[config.mk]
export PLATFORM = sky130hd
export DESIGN_NAME = imem_boot_loader
export DESIGN_NICKNAME = d
export VERILOG_FILES = /design/src/rtl/imem_boot_loader_pkg.sv /design/src/rtl/boot_word_packer.sv /design/src/rtl/imem_boot_loader.sv
export SDC_FILE = /design/constraint.sdc
export NUM_CORES = 1
export LEC_CHECK = 0
export BUFFER_PORTS_ARGS = -buffer_cell sky130_fd_sc_hd__clkbuf_2
export CELL_PAD_IN_SITES_DETAIL_PLACEMENT = 0
export CELL_PAD_IN_SITES_GLOBAL_PLACEMENT = 1
export CORE_ASPECT_RATIO = 1.75
export CORE_MARGIN = 2
export CORE_UTILIZATION = 35
export DETAILED_ROUTE_END_ITERATION = 8
export PLACE_DENSITY_LB_ADDON = 0.05
export SYNTH_ARGS = -nofsm -noshare
export SYNTH_HDL_FRONTEND = slang
export SYNTH_SLANG_ARGS = --single-unit
[constraint.sdc]
create_clock -name clk_i -period 5.6 [get_ports clk_i]
set_input_delay 0.56 -clock clk_i [delete_from_list [all_inputs] [get_ports clk_i]]
set_output_delay 0.56 -clock clk_i [all_outputs]
set_load 0.1 [all_outputs]
[src/rtl/imem_boot_loader_pkg.sv]
// Shared types and helpers for the instruction-memory boot loader.
// Optional checksum stage is enabled by IMEM_BOOT_LOADER_CHECKSUM_EN.
package imem_boot_loader_pkg;

    typedef enum logic [2:0] {
        LEN_LO = 3'd0,
        LEN_HI = 3'd1,
        DATA   = 3'd2,
        CHK    = 3'd3,
        RUN    = 3'd4,
        ERR    = 3'd5
    } state_e;

    localparam int WORD_BYTES = 4;

    function automatic logic len_too_big(input logic [15:0] n, input int depth);
        return 32'(n) > depth;
    endfunction

endpackage

[src/rtl/boot_word_packer.sv]
// Packs accepted bytes little-endian into 32-bit words and emits a
// one-cycle word strobe after every fourth byte.
module boot_word_packer
    import imem_boot_loader_pkg::*;
(
    input  logic        clk_i,
    input  logic        rst_i,
    input  logic        clr_i,
    input  logic [7:0]  byte_i,
    input  logic        valid_i,
    output logic        last_o,
    output logic        word_valid_o,
    output logic [31:0] word_o
);

    logic [1:0]  cnt_q,  cnt_d;
    logic [23:0] pack_q, pack_d;
    logic        wv_q,   wv_d;
    logic [31:0] word_q, word_d;

    assign last_o       = (cnt_q == 2'(WORD_BYTES - 1));
    assign word_valid_o = wv_q;
    assign word_o       = word_q;

    always_comb begin
        cnt_d  = cnt_q;
        pack_d = pack_q;
        wv_d   = 1'b0;
        word_d = word_q;
        if (clr_i) begin
            cnt_d  = '0;
            pack_d = '0;
        end else if (valid_i) begin
            // Newest byte enters at the top so the first byte ends up as the LSB.
            pack_d = {byte_i, pack_q[23:8]};
            cnt_d  = cnt_q + 2'd1;
            if (last_o) begin
                wv_d   = 1'b1;
                word_d = {byte_i, pack_q};
            end
        end
    end

    always_ff @(posedge clk_i or posedge rst_i) begin
        if (rst_i) begin
            cnt_q  <= '0;
            pack_q <= '0;
            wv_q   <= 1'b0;
            word_q <= '0;
        end else begin
            cnt_q  <= cnt_d;
            pack_q <= pack_d;
            wv_q   <= wv_d;
            word_q <= word_d;
        end
    end

endmodule

[src/rtl/imem_boot_loader.sv]
// Streams a length-prefixed byte image into instruction memory and holds
// the CPU in reset until loaded. Checksum stage: IMEM_BOOT_LOADER_CHECKSUM_EN.
module imem_boot_loader #(
    parameter int DEPTH  = 128,
    parameter int ADDR_W = 9
) (
    input  logic              clk_i,
    input  logic              rst_i,
    input  logic [7:0]        byte_data_i,
    input  logic              byte_valid_i,
    output logic              byte_ready_o,
    input  logic              reload_i,
    output logic              imem_we_o,
    output logic [ADDR_W-1:0] imem_addr_o,
    output logic [31:0]       imem_data_o,
    output logic              cpu_rst_o,
    output logic              done_o,
    output logic              err_o
);
    import imem_boot_loader_pkg::*;

    localparam int WCNT_W = $clog2(DEPTH + 1);
`ifdef IMEM_BOOT_LOADER_CHECKSUM_EN
    localparam state_e LOAD_END = CHK;
`else
    localparam state_e LOAD_END = RUN;
`endif

    state_e              state_q,   state_d;
    logic                ready_q,   ready_d;
    logic [7:0]          len_lo_q,  len_lo_d;
    logic [WCNT_W-1:0]   n_q,       n_d;
    logic [WCNT_W-1:0]   wcnt_q,    wcnt_d;
    logic [ADDR_W-1:0]   addr_q,    addr_d;
    logic                cpu_rst_q, cpu_rst_d;
    logic                done_q,    done_d;
`ifdef IMEM_BOOT_LOADER_CHECKSUM_EN
    logic [7:0]          xor_q,     xor_d;
`endif

    logic        accept;
    logic        data_acc;
    logic        pk_clr;
    logic        pk_last;
    logic        pk_wv;
    logic [31:0] pk_word;
    logic [15:0] n_full;
    logic        in_run;

    assign accept   = byte_valid_i & ready_q;
    assign data_acc = accept & (state_q == DATA);
    assign n_full   = {byte_data_i, len_lo_q};
    assign in_run   = (state_q == RUN) & ~reload_i;

    boot_word_packer u_packer (
        .clk_i        (clk_i),
        .rst_i        (rst_i),
        .clr_i        (pk_clr),
        .byte_i       (byte_data_i),
        .valid_i      (data_acc),
        .last_o       (pk_last),
        .word_valid_o (pk_wv),
        .word_o       (pk_word)
    );

    always_comb begin
        state_d  = state_q;
        len_lo_d = len_lo_q;
        n_d      = n_q;
        wcnt_d   = wcnt_q;
        addr_d   = addr_q;
        pk_clr   = 1'b0;
`ifdef IMEM_BOOT_LOADER_CHECKSUM_EN
        xor_d    = accept ? (xor_q ^ byte_data_i) : xor_q;
`endif
        unique case (state_q)
            LEN_LO: if (accept) begin
                len_lo_d = byte_data_i;
                state_d  = LEN_HI;
            end
            LEN_HI: if (accept) begin
                n_d = WCNT_W'(n_full);
                if (len_too_big(n_full, DEPTH))
                    state_d = ERR;
                else if (n_full == 16'd0)
                    state_d = LOAD_END;
                else
                    state_d = DATA;
            end
            DATA: if (data_acc && pk_last) begin
                addr_d = ADDR_W'(32'(wcnt_q) * WORD_BYTES);
                wcnt_d = wcnt_q + WCNT_W'(1);
                if (wcnt_q == n_q - WCNT_W'(1))
                    state_d = LOAD_END;
            end
`ifdef IMEM_BOOT_LOADER_CHECKSUM_EN
            CHK: if (accept) begin
                state_d = ((xor_q ^ byte_data_i) == 8'h00) ? RUN : ERR;
            end
`endif
            RUN, ERR: if (reload_i) begin
                state_d  = LEN_LO;
                len_lo_d = '0;
                n_d      = '0;
                wcnt_d   = '0;
                pk_clr   = 1'b1;
`ifdef IMEM_BOOT_LOADER_CHECKSUM_EN
                xor_d    = '0;
`endif
            end
            default: state_d = ERR;
        endcase
        ready_d   = state_d inside {LEN_LO, LEN_HI, DATA, CHK};
        // Release lags RUN entry by a cycle so the final write lands first.
        cpu_rst_d = ~in_run;
        done_d    = in_run;
    end

    always_ff @(posedge clk_i or posedge rst_i) begin
        if (rst_i) begin
            state_q   <= LEN_LO;
            ready_q   <= 1'b0;
            len_lo_q  <= '0;
            n_q       <= '0;
            wcnt_q    <= '0;
            addr_q    <= '0;
            cpu_rst_q <= 1'b1;
            done_q    <= 1'b0;
`ifdef IMEM_BOOT_LOADER_CHECKSUM_EN
            xor_q     <= '0;
`endif
        end else begin
            state_q   <= state_d;
            ready_q   <= ready_d;
            len_lo_q  <= len_lo_d;
            n_q       <= n_d;
            wcnt_q    <= wcnt_d;
            addr_q    <= addr_d;
            cpu_rst_q <= cpu_rst_d;
            done_q    <= done_d;
`ifdef IMEM_BOOT_LOADER_CHECKSUM_EN
            xor_q     <= xor_d;
`endif
        end
    end

    assign byte_ready_o = ready_q;
    assign imem_we_o    = pk_wv;
    assign imem_addr_o  = addr_q;
    assign imem_data_o  = pk_word;
    assign cpu_rst_o    = cpu_rst_q;
    assign done_o       = done_q;
    assign err_o        = (state_q == ERR);

endmodule
* Word-level counts from Yosys, hierarchy flattened *
Cells that the tools add are included.

operators by class
  shift operators = 0
  reduce and logical (&&, ||, !) cells = 15
  divide/modulo/power cells = 0
  eq/ne operators = 13
  bitwise gates (word level) = 6
  order comparisons = 1
  multiplexer cells = 24
  $add $sub $neg = 3
  multiply operators = 0

operator list
  cell                                                             count
  2-to-1 mux 24 bit                                                2
  one-hot mux 8 bit (2 select lines)                               3
  2-to-1 mux 8 bit                                                 4
  2-to-1 mux 3 bit                                                 7
  greater-than comparator 16 x 8 -> 1 bit (second input constant)  1
  zero test 16 bit                                                 1
  one-hot mux 3 bit (4 select lines)                               1
  AND reduction 3 bit                                              4
  equality test 3 x 2 -> 1 bit (second input constant)             3
  adder 8 x 1 -> 8 bit (second input constant)                     1
  equality test 8 bit                                              1
  nonzero test 2 bit                                               4
  subtractor 8 x 1 -> 8 bit (second input constant)                1
  equality test 3 x 1 -> 1 bit (second input constant)             2
  equality test 3 bit (second input constant)                      2
  zero test 3 bit                                                  2
  inequality test 2 bit (second input constant)                    3
  2-to-1 mux 1 bit                                                 5
  2-to-1 mux 2 bit                                                 2
  nonzero test 4 bit                                               1
  bitwise AND 1 bit                                                3
  NOT 1 bit                                                        3
  adder 2 x 1 -> 2 bit (second input constant)                     1
  equality test 2 bit (second input constant)                      1
  other kinds (4)                                                  4

word-level totals
  memory bits (writable) = 0
  input bits = 12
  memories = 0
  bits in latches = 0
  ROM bits = 0
  register bits after elaboration = 96

* Logic depth before layout (Yosys ltp) *
  depth in word-level cells = 7
  mapped depth = 8
  gate-level depth less buffers = 7

* Modules after synthesis *
Synthesis repeated with hierarchy kept, for this count alone.

second synthesis, totals
  cells, all modules = 355
  area, all modules = 4327.9 um^2

by module, submodules not included
  module            area an instance (um^2)  times used  sequential area each (um^2)  cells each
  boot_word_packer  2417.3                   1           1476.4                       156
  imem_boot_loader  1910.6                   1           927.1                        199

* Worst setup path before layout *
No wires, ideal clock.

  kind = register to output
  from = reg state_q[1]
  to = out err_o
  setup slack = 3130 ps
  arrival time = 1910 ps
  stages on the path, launching flop included = 4
  cell sequence = dfrtp_1 > buf_2 > nand2b_1 > nor2_1

on the way
  word-level cells in the longest chain between the ends = 1

RTL lines
  item                    line                     text
  from (decl)             imem_boot_loader.sv:29   state_e state_q, state_d;
  from (signal assigned)  imem_boot_loader.sv:133  state_q <= state_d;
  equality test 3 bit     imem_boot_loader.sv:153  assign err_o = (state_q == ERR);
  to (decl)               imem_boot_loader.sv:18   output logic err_o

No other way between the ends.

* Final worst setup path *
  from = reg state_q[1]
  to = reg u_packer.word_q[17] (netlist: u_packer.word_o[17])

on the way
  word-level cells in the longest chain between the ends = 5

RTL lines
  item                                    line                    text
  equality test 3 bit                     imem_boot_loader.sv:76  unique case (state_q)
  OR reduction 2 bit                      imem_boot_loader.sv:76
  2-to-1 mux 1 bit                        imem_boot_loader.sv:76
  NOT 1 bit (no source line)              -
  AND reduction 3 bit (no source line) *  -
  to (signal assigned)                    boot_word_packer.sv:54  word_q <= word_d;
  to (decl)                               boot_word_packer.sv:19  logic [31:0] word_q, word_d;

Mark *: on every way between the ends. The rest lies on a longest branch, timed or not.
A chain may end at the register's enable or synchronous reset.

==> run_summary.xml <==
<?xml version="1.0" encoding="UTF-8"?>
<metrics>
  <group name="power">
    <metric name="pwr_density_cell" unit="nW/um2">398</metric>
    <metric name="total_power" unit="mW">1.92</metric>
    <metric name="power.leakage" unit="nW">2.38</metric>
    <metric name="max-vdd-ir-drop" unit="mV">0.169</metric>
  </group>
  <group name="clock_network">
    <metric name="cts.sink_count" unit="">96</metric>
    <metric name="insertion_delay" unit="ns">0.34</metric>
    <metric name="post_cts_resize_count" unit="">0</metric>
    <metric name="clk_pin_slew_worst_paths" unit="ns">0.07</metric>
    <metric name="h-tree-depth" unit="">3</metric>
    <metric name="cts_tree" unit="">yes</metric>
    <metric name="cts_setup_buffers" unit="">0</metric>
    <metric name="clockBufferDepth" unit="">2</metric>
    <metric name="post_cts_hold_buffer_count" unit="">0</metric>
    <metric name="cts_inserted_buffers" unit="">9</metric>
    <metric name="cts_root_buffer" unit="">sky130_fd_sc_hd__clkbuf_16</metric>
  </group>
  <group name="floorplanning">
    <metric name="die_y" unit="um">148</metric>
    <metric name="fp.dieW" unit="um">86.5</metric>
    <metric name="fp-row-count" unit="">52</metric>
    <metric name="floorplan.initialDensity" unit="%">36.0</metric>
    <metric name="core-area" unit="um2">11600</metric>
    <metric name="fp.dieArea" unit="um2">12800</metric>
    <metric name="io_pins" unit="">58</metric>
  </group>
  <group name="setup_path">
    <metric name="worst-r2r-setup-slack" unit="ns">3.15</metric>
    <metric name="critical_path.most_common_cell" unit="">sky130_fd_sc_hd__buf_4</metric>
    <metric name="endpoint_kind" unit="">flop</metric>
    <metric name="critical_path.startpoint_type" unit="">flop</metric>
    <metric name="worst_r2r_path_depth" unit="">6</metric>
    <metric name="worstSetupEndpoint" unit="">u_packer.word_o[17]</metric>
    <metric name="chain_of_cells_forming_the_critical_path" unit="">nor3b_1, nand2_1, buf_4, inv_1, buf_4, mux2_2</metric>
    <metric name="r2r-start" unit="">state_q[1]</metric>
    <metric name="worst_ep_arrival_time" unit="ns">2.67</metric>
    <metric name="worst_path_largest_cell_delay" unit="ns">0.51</metric>
    <metric name="timing.critical_path.slowest_stage_cell" unit="">sky130_fd_sc_hd__inv_1</metric>
    <metric name="crit_path_category" unit="">flop to flop</metric>
    <metric name="crit_path_max_fanout" unit="">25</metric>
    <metric name="required" unit="ns">5.82</metric>
    <metric name="critical_path_origin" unit="">state_q[1]</metric>
    <metric name="timing.rr.end" unit="">u_packer.word_o[17]</metric>
  </group>
  <group name="global_route">
    <metric name="number_of_antenna_violations_at_the_first_check_in_global_routing" unit="">0</metric>
    <metric name="globalRouteOverflowTotal" unit="">0</metric>
    <metric name="maximum_number_of_pins_on_one_net_before_global_route_repair" unit="">79</metric>
    <metric name="track_usage" unit="%">16.4</metric>
    <metric name="grt_pass1_wl" unit="um">16200</metric>
    <metric name="grt_pass1_vias" unit="">3074</metric>
  </group>
  <group name="placement">
    <metric name="dp_cells" unit="">589</metric>
    <metric name="post-place-ws" unit="ns">3.02</metric>
    <metric name="placedInstanceArea" unit="um2">4510</metric>
    <metric name="dp_hpwl" unit="um">6610</metric>
    <metric name="portBuffers" unit="">55</metric>
    <metric name="place_congestion" unit="">0.798</metric>
  </group>
  <group name="synthesis">
    <metric name="synthDistinctLibCells" unit="">40</metric>
    <metric name="synth.cell_area" unit="um2">4170</metric>
    <metric name="muxShareOfSynthArea" unit="%">6.72</metric>
    <metric name="post_synth_edffs" unit="">0</metric>
    <metric name="synth-seq-area-share" unit="%">57.6</metric>
    <metric name="synth_cells" unit="">417</metric>
    <metric name="synth_most_common_cell" unit="">sky130_fd_sc_hd__nand2_1</metric>
    <metric name="predominant_post_synthesis_flop_cell" unit="">sky130_fd_sc_hd__dfrtp_1</metric>
    <metric name="synth_area_leaders" unit="">sky130_fd_sc_hd__dfrtp_1 (57%), sky130_fd_sc_hd__nand2_1 (12%), sky130_fd_sc_hd__mux2_2 (6.5%)</metric>
    <metric name="async_s_r_ff_share_synth" unit="%">100</metric>
    <metric name="synth_top_cell_area_share" unit="%">57.0</metric>
    <metric name="compound_gate_portion_of_the_synthesized_area" unit="%">7.83</metric>
    <metric name="synth_simple_gate_area_share" unit="%">19.0</metric>
    <metric name="combinational_family_with_the_most_area_after_synthesis" unit="">simple AND/OR/NAND/NOR gates</metric>
    <metric name="synthXorXnorAreaFrac" unit="%">3.15</metric>
    <metric name="synth.ff_latch_count" unit="">96</metric>
    <metric name="post-synth-top-area-cell" unit="">sky130_fd_sc_hd__dfrtp_1</metric>
    <metric name="synthAdderAreaFrac" unit="%">0.900</metric>
    <metric name="synth.avg_cell_area" unit="um2">10.0</metric>
    <metric name="ys_warn_count" unit="">0</metric>
    <metric name="synth_top_cells_by_count" unit="">sky130_fd_sc_hd__nand2_1 (136), sky130_fd_sc_hd__dfrtp_1 (95), sky130_fd_sc_hd__o21ai_0 (45), sky130_fd_sc_hd__mux2_2 (24), sky130_fd_sc_hd__clkbuf_1 (16)</metric>
  </group>
  <group name="routing">
    <metric name="route.vias.total" unit="">2977</metric>
    <metric name="post_drt_wl_per_cell" unit="um">16.2</metric>
    <metric name="first_iter_violations" unit="">146</metric>
    <metric name="via_density_per_instance" unit="">4.93</metric>
    <metric name="ant_nets" unit="">0</metric>
    <metric name="wl" unit="um">9760</metric>
    <metric name="first_pass_iters" unit="">4</metric>
    <metric name="drc" unit="">0</metric>
  </group>
  <group name="finish">
    <metric name="final_cell_area" unit="um2">4820</metric>
    <metric name="final_core_utilization" unit="%">41.6</metric>
    <metric name="post_route_cells_drive_above_1_share" unit="%">22.8</metric>
    <metric name="areaGrowthSynthToFinish" unit="%">15.5</metric>
    <metric name="fin_nets" unit="">480</metric>
    <metric name="num_antenna_cells" unit="">0</metric>
    <metric name="layoutNonFillerInstCount" unit="">604</metric>
  </group>
  <group name="sta">
    <metric name="fmax" unit="MHz">408</metric>
    <metric name="setup-tns-final" unit="ns">0</metric>
    <metric name="worst-slew-pin-transition" unit="ns">1.22</metric>
    <metric name="finClkSkew" unit="ns">0.00729</metric>
    <metric name="timing_max_transition_violations_final" unit="">0</metric>
    <metric name="rsz0062_at_grt" unit="">false</metric>
    <metric name="report.final.hold_viol_count" unit="">0</metric>
    <metric name="report.final.setup_viol" unit="">0</metric>
    <metric name="final_critical_path_setup_slack" unit="ns">3.15</metric>
    <metric name="holdWs" unit="ns">0.141</metric>
    <metric name="minimum_period_implied_by_the_final_worst_setup_slack" unit="ns">2.45</metric>
    <metric name="post-route-period-util" unit="%">43.7</metric>
    <metric name="slew-limit-headroom" unit="%">18.1</metric>
  </group>
  <group name="run_status">
    <metric name="status" unit="">finished clean</metric>
  </group>
  <group name="job">
    <metric name="maxCapViolCount" unit="">0</metric>
  </group>
  <group name="min_path">
    <metric name="worstHoldPathType" unit="">input port to asynchronous set/reset pin</metric>
  </group>
</metrics>
-- worst max-delay path: cells and delay by family (launching register included) --
family	cells	cell delay, ns
AND/OR/NAND/NOR	2	0.29
buffers and inverters	3	1.15
flip-flops	1	0.49
multiplexers	1	0.38
-- cell type report --
cell class / count / area, um2
Clock buffer: 13 / 270
Clock inverter: 2 / 37.5
Inverter: 9 / 36.3
Fill cell: 1195 / 6760
Tap cell: 135 / 169
Sequential cell: 96 / 2400
Multi-Input combinational cell: 288 / 1580
Timing Repair Buffer: 61 / 320
-- logic make-up (layout without fill, tap and decap cells) --
group	Yosys count	count (layout)
AO/OA/AOI/OAI	58	58
XOR/XNOR	15	15
adder cells (fa/ha/maj)	3	3
buffers and inverters	34	85
flip-flops	96	96
multiplexers	25	25
other	1	2
AND/OR/NAND/NOR	185	185
-- flip-flops by register name (all words and copies together) (netlist names) --
name                   cells
n_q                        8
cpu_rst_o                  1
u_packer.cnt_q             2
u_packer.word_valid_o      1
byte_ready_o               1
len_lo_q                   8
state_q                    3
done_o                     1
wcnt_q                     8
u_packer.word_o           32
imem_addr_o                7
u_packer.pack_q           24
-- power breakdown --
part	switching [mW]	leakage, nW	internal [mW]	total, mW
clock network	0.250	0.148	0.381	0.631
logic	0.279	0.907	0.167	0.446
registers	0.0813	1.32	0.762	0.843
total	0.610	2.38	1.31	1.92
-- per-layer routing --
metal  wire, um  vias up  share of wire (%)  GRT usage (%)
li1           -     1460                  -              -
met1       4060     1477                 42           20.1
met2       5320       30                 55           28.3
met3        218       10                2.2           3.11
met4        152        0                1.6           6.25
met5          0        -                  0              0
-- cells in the final DEF, fill, tap and decap left out, drive strengths merged, types with 2 or more instances in the layout --
cell and instances:
o21ai 45, and3 2, nand3 3, nand2b 2, nand3b 3, nor3 3, or4 2, o31ai 3
conb 2, xor2 7, or3 2, mux2 24, nor4 4, or2 2, dfrtp 95, nor2 15
xnor2 8, a211oi 2, clkbuf 68, ha 3, buf 6, inv 9, a21oi 3, nand2 136
nand4 5, nor3b 3
-- worst min path at each step --
stage	start	endpoint	slack (ns)
after CTS	rst_i	u_packer.word_o[21]	0.13
after global routing	rst_i	u_packer.word_o[21]	0.14
after global placement	imem_addr_o[5]	imem_addr_o[5]	0.46
after floorplan	len_lo_q[7]	n_q[7]	0.45
final	rst_i	u_packer.word_o[21]	0.14
after detailed placement	imem_addr_o[5]	imem_addr_o[5]	0.47
No activity file was read; power rests on OpenSTA's default activity.
